File: config.mk
export PLATFORM = sky130hd
export DESIGN_NAME = aes_stream_io
export DESIGN_NICKNAME = d
export VERILOG_FILES = /design/src/rtl/aes_stream_io.sv
export SDC_FILE = /design/constraint.sdc
export NUM_CORES = 1
export LEC_CHECK = 0
export ABC_AREA = 0
export CAP_MARGIN = 20
export CORE_ASPECT_RATIO = 1.75
export CORE_MARGIN = 2
export CORE_UTILIZATION = 45
export CTS_CLUSTER_SIZE = 24
export DETAILED_ROUTE_END_ITERATION = 8
export PLACE_DENSITY = 0.78
export SYNTH_ARGS = -nofsm -noshare
export SYNTH_HDL_FRONTEND = slang
export SYNTH_SLANG_ARGS = --single-unit
File: constraint.sdc
create_clock -name clk -period 8.3 [get_ports clk]
set_input_delay 1.245 -clock clk [delete_from_list [all_inputs] [get_ports clk]]
set_output_delay 1.245 -clock clk [all_outputs]
set_load 0.02 [all_outputs]
File: src/rtl/aes_stream_io.sv
// aes_stream_io: byte-serial host front end for the AES-128 core (frame assembly, start, result drain).
// Optional WAIT timeout is compiled in with `define AES_STREAM_IO_TIMEOUT_EN.
//
// state   | meaning
// --------+-----------------------------------------------------------
// S_IDLE  | waiting for byte 0 of a key or data frame
// S_LOAD  | collecting bytes 1..15 of the current frame
// S_START | one-cycle start pulse to the core with keyChange/selCypher
// S_WAIT  | waiting for core_done (optionally bounded by TIMEOUT_CYC)
// S_DRAIN | streaming the 16 result bytes out, MSB first
module aes_stream_io #(
   parameter int TIMEOUT_CYC = 64
) (
   input  logic         clk,
   input  logic         reset,
   input  logic         s_valid,
   output logic         s_ready,
   input  logic [7:0]   s_data,
   input  logic         s_kind,
   input  logic         s_mode,
   output logic [127:0] core_key,
   output logic [127:0] core_block,
   output logic         core_start,
   output logic         core_keyChange,
   output logic         core_selCypher,
   input  logic         core_done,
   input  logic [127:0] core_result,
   output logic         m_valid,
   input  logic         m_ready,
   output logic [7:0]   m_data,
   output logic         m_last,
   output logic         busy,
   output logic         err_timeout
);

   typedef enum logic [2:0] {S_IDLE, S_LOAD, S_START, S_WAIT, S_DRAIN} state_t;

   state_t        r_state, w_next;
   logic [3:0]    r_cnt;
   logic [127:0]  r_key, r_block, r_out;
   logic          r_kind, r_mode, r_key_pending;
   logic          w_s_fire, w_kind, w_timeout;
   logic [3:0]    w_idx;

   if (TIMEOUT_CYC < 2 || TIMEOUT_CYC > 65535) begin : g_bad_timeout
      $error("aes_stream_io: TIMEOUT_CYC out of range 2..65535");
   end

   assign s_ready        = (r_state == S_IDLE) || (r_state == S_LOAD);
   assign m_valid        = (r_state == S_DRAIN);
   assign busy           = (r_state != S_IDLE);
   assign m_data         = r_out[127:120];
   assign core_key       = r_key;
   assign core_block     = r_block;
   assign w_s_fire       = s_valid && s_ready;
   // frame kind and byte index come straight from the bus for byte 0
   assign w_kind         = (r_state == S_IDLE) ? s_kind : r_kind;
   assign w_idx          = (r_state == S_IDLE) ? 4'd0 : r_cnt;

`ifdef AES_STREAM_IO_TIMEOUT_EN
   logic [15:0] r_tcnt;
   logic        r_err;

   assign w_timeout   = (r_state == S_WAIT) && !core_done && (r_tcnt == 16'(TIMEOUT_CYC - 1));
   assign err_timeout = r_err;

   always_ff @(posedge clk) begin
      if (!reset) begin
         r_tcnt <= 16'd0;
         r_err  <= 1'b0;
      end else begin
         if (r_state == S_START)
            r_tcnt <= 16'd0;
         else if (r_state == S_WAIT)
            r_tcnt <= r_tcnt + 16'd1;
         if (w_timeout)
            r_err <= 1'b1;
      end
   end
`else
   assign w_timeout   = 1'b0;
   assign err_timeout = 1'b0;
`endif

   always_comb begin
      w_next         = r_state;
      core_start     = 1'b0;
      core_keyChange = 1'b0;
      core_selCypher = 1'b0;
      m_last         = 1'b0;
      case (r_state)
         S_IDLE:  if (w_s_fire) w_next = S_LOAD;
         S_LOAD:  if (w_s_fire && r_cnt == 4'd15) w_next = r_kind ? S_IDLE : S_START;
         S_START: begin
            core_start     = 1'b1;
            core_keyChange = r_key_pending;
            core_selCypher = r_mode;
            w_next         = S_WAIT;
         end
         S_WAIT: begin
            if (core_done)      w_next = S_DRAIN;
            else if (w_timeout) w_next = S_IDLE;
         end
         S_DRAIN: begin
            m_last = (r_cnt == 4'd15);
            if (m_ready && r_cnt == 4'd15) w_next = S_IDLE;
         end
         default: w_next = S_IDLE;
      endcase
   end

   always_ff @(posedge clk) begin
      if (!reset) begin
         r_state       <= S_IDLE;
         r_cnt         <= 4'd0;
         r_key         <= '0;
         r_block       <= '0;
         r_out         <= '0;
         r_kind        <= 1'b0;
         r_mode        <= 1'b0;
         r_key_pending <= 1'b1;
      end else begin
         r_state <= w_next;
         case (r_state)
            S_IDLE, S_LOAD: begin
               if (w_s_fire) begin
                  if (r_state == S_IDLE) begin
                     r_kind <= s_kind;
                     if (!s_kind) r_mode <= s_mode;
                  end
                  // byte n lands at bits [127-8n -: 8]
                  if (w_kind) r_key[{~w_idx, 3'b000} +: 8]   <= s_data;
                  else        r_block[{~w_idx, 3'b000} +: 8] <= s_data;
                  r_cnt <= w_idx + 4'd1;
                  if (w_kind && w_idx == 4'd15) r_key_pending <= 1'b1;
               end
            end
            S_START: r_key_pending <= 1'b0;
            S_WAIT: begin
               if (core_done) begin
                  r_out <= core_result;
                  r_cnt <= 4'd0;
               end else if (w_timeout) begin
                  r_key_pending <= 1'b1;
               end
            end
            S_DRAIN: begin
               if (m_ready) begin
                  r_out <= {r_out[119:0], 8'h00};
                  r_cnt <= r_cnt + 4'd1;
               end
            end
            default: ;
         endcase
      end
   end

endmodule

==> results.py <==
metrics = {
    "synthesis": {
        "mappedNetlistArea_um2": 16000,
        "synth.distinct_cells": 58,
        "synth_fp_nets": 1922,
        "ys.flop_type": "dfxtp_1",
        "yosysTopAreaCell": "dfxtp_1",
        "synth_most_common_cell": "nand2_1",
        "synth_commonest_cells": "nand2_1 (522), dfxtp_1 (394), mux2i_1 (243), nor2_1 (135), a311oi_1 (121)",
        "synth_edf_count": 0,
        "seq_area_frac_synth": 0.494,
        "ys_seq_elements": 394,
        "synth_top_area_share": 0.494,
        "synth_area_per_cell_um2": 8.99,
        "yosys_warnings": 0,
        "synth_area_leaders": "dfxtp_1 (49%), mux2i_1 (15%), nand2_1 (12%)",
        "synthArstFlopShare": 0,
        "synth_cells": 1775,
    },
    "timing": {
        "setup_viol": 0,
        "fmax_mhz": 223,
        "hold_viol_final": 0,
        "min_period_ns": 4.48,
        "worstMarginPinSlew_ns": 1.10,
        "tns_ns": 0,
        "slew_headroom": 0.254,
        "finalCritPeriodShare": 0.540,
        "final_max_slew_viol_count": 0,
        "fin_ws_ns": 3.82,
        "skew_ns": 0.0307,
        "hold_ws_ns": 0.459,
        "rsz0062_at_grt": "false",
    },
    "worst_setup_path": {
        "r2r_end": "r_out[62]",
        "startpoint_type": "flip-flop",
        "crit_fanout": 66,
        "crit_path_end_kind": "output pin",
        "critical_path.endpoint": "m_valid",
        "required_ns": 7.05,
        "reg2reg_from": "r_state[2]",
        "crit_type": "flip-flop to output pin",
        "rrSetupSlack_ns": 4.14,
        "crit_arrival_ns": 3.23,
        "startpoint": "r_state[2]",
        "rr_worst_depth": 8,
    },
    "clock_network": {
        "cts_max_level": 2,
        "clockBufferDepth": 3,
        "ctsRootBufferMaster": "clkbuf_16",
        "cts_resized": 0,
        "cts_hold_buf": 0,
        "cts_tree": "done",
        "clk_latency_ns": 0.55,
        "clk_pin_slew_ns": 0.06,
        "post_cts_buffers": 0,
        "numCtsBuffers": 38,
        "clock-sinks": 394,
    },
    "final_layout": {
        "syn2layout_area_growth_pct": 34.0,
        "antenna_cells": 0,
        "ff_latch_area_um2": 7890,
        "utilization": 0.610,
        "nNetsFinal": 2235,
        "multi_input_area_um2": 7350,
        "fillers": 3030,
        "drive_gt1_frac": 0.0530,
    },
    "power_and_ir_drop": {
        "peakVddDrop_mv": 0.188,
        "p_per_area_nw_per_um2": 193,
        "netSwitchingPower_mw": 1.06,
        "clockPowerShare": 0.413,
        "swShare": 0.257,
        "power_mw": 4.13,
        "seqPwrFrac": 0.478,
        "power.leakage_nw": 8.53,
        "internal_power_mw": 3.07,
        "combinationalPowerShare": 0.109,
    },
    "global_route": {
        "antenna_found_initial": 2,
        "grt_pass1_wl_um": 80100,
        "gr-total-overflow": 0,
        "grt_pass1_vias": 14100,
        "grt_start_max_net_pins": 128,
        "grtUsageTotal": 0.274,
    },
    "routing": {
        "drt_iter0_drc": 868,
        "vias_per_cell": 5.50,
        "top_layer_used": "met5",
        "wirelength_met1_um": 18600,
        "wl_per_cell_um": 20.7,
        "met2WireLength_um": 27300,
        "drc_errors": 0,
        "routed_wl_um": 53300,
        "drt_first_pass_iters": 7,
        "postRouteAntennaNets": 0,
        "route.met3.wl_um": 4500,
        "vias": 14200,
    },
    "floorplan": {
        "fp.dieW_um": 146,
        "coreArea_um2": 35100,
        "row_count": 91,
        "ioPinCount": 415,
        "fp.dieH_um": 253,
        "die-area_um2": 37100,
        "initial_core_util": 0.455,
    },
    "outcome": {
        "outcome": "finished clean",
    },
    "placement": {
        "port_buffers": 413,
        "gp_congestion": 0.881,
        "pre_cts_ws_ns": 3.69,
        "dp_hpwl_um": 37900,
    },
    "hold_path": {
        "hp-class": "flip-flop to flip-flop",
    },
    "job": {
        "cap_viol_max_count": 0,
    },
}
[cells by family after synthesis]
kind of cell,after synthesis,share of synthesized area
AND/OR/NAND/NOR,772,0.206
flip-flops,394,0.494
XOR/XNOR,3,0.00165
buffers and inverters,166,0.0468
multiplexers,244,0.153
other,1,0.000235
adder cells (fa/ha/maj),4,0.00314
AO/OA/AOI/OAI,191,0.0952
[state kept, by name (all words and copies together) (netlist names)]
signal,count
r_out,128
core_block,128
r_key_pending,1
r_state,3
r_mode,1
r_kind,1
core_key,128
r_cnt,4
[how the worst min path moves through the flow]
stage	start	endpoint	slack, ns	cells past startpoint
after floorplan	r_out[0]	r_out[0]	0.43	2
after global placement	r_out[1]	r_out[1]	0.44	2
after detailed placement	core_key[118]	core_key[118]	0.45	2
after CTS	r_out[0]	r_out[0]	0.46	2
after global routing	core_block[117]	core_block[117]	0.47	2
final	core_key[113]	core_key[113]	0.46	2
[cells in the final DEF, fill, tap and decap left out, types with 2 or more instances in the layout]
| master | instances |
|---|---|
| nand4_1 | 19 |
| buf_4 | 16 |
| a311oi_4 | 2 |
| buf_16 | 2 |
| clkbuf_8 | 11 |
| and4_1 | 3 |
| or3_1 | 5 |
| o21ai_0 | 20 |
| clkbuf_16 | 39 |
| clkinv_2 | 4 |
| nand3_2 | 6 |
| dfxtp_1 | 394 |
| clkinvlp_4 | 3 |
| nand4_2 | 6 |
| a21oi_1 | 30 |
| inv_6 | 2 |
| clkdlybuf4s50_1 | 412 |
| clkbuf_1 | 6 |
| ha_1 | 4 |
| nand3_4 | 5 |
| and4b_1 | 2 |
| inv_1 | 5 |
| and2_1 | 3 |
| nand3_1 | 42 |
| a31o_2 | 2 |
| nor2_1 | 134 |
| nor3b_1 | 3 |
| nor2b_1 | 2 |
| nand2_1 | 522 |
| a311oi_1 | 121 |
| nor3_1 | 4 |
| and3_1 | 6 |
| mux2i_1 | 243 |
| xnor2_1 | 2 |
[power by group through the flow]
stage	registers, mW	clock network, mW	logic [mW]
after floorplan	2.01	0	0.261
after global routing	1.98	1.80	0.481
after global placement	2.01	0	0.427
after CTS	1.97	1.74	0.438
after detailed placement	2.01	0	0.434
final	1.97	1.71	0.450
[final cells by class]
type                    instances  share of cell area
clock buffers                  55              0.0531
clock inverters                 9             0.00351
inverters                       7             0.00140
multi-input cells            1215               0.344
flip-flops and latches        394               0.369
well taps                     465              0.0272
repair buffers                432               0.202
[metal layers]
layer,vias up,global-route usage
met4,4,0.141
met2,525,0.502
li1,6701,-
met3,138,0.0813
met5,-,0
met1,6797,0.282
[critical path: stages (launching register included)]
cell and delay (ns):
dfxtp_1 0.62, or3b_4 0.72, clkinv_2 0.10, buf_4 0.49
clkdlybuf4s50_1 0.75
[through the flow]
step	instances	area, um^2
floorplan	1775	16000
global placement	2510	20100
detailed placement	2510	20100
CTS	2574	21300
global route	2577	21400
finish	2577	21400
No activity file was read; power rests on OpenSTA's default activity.
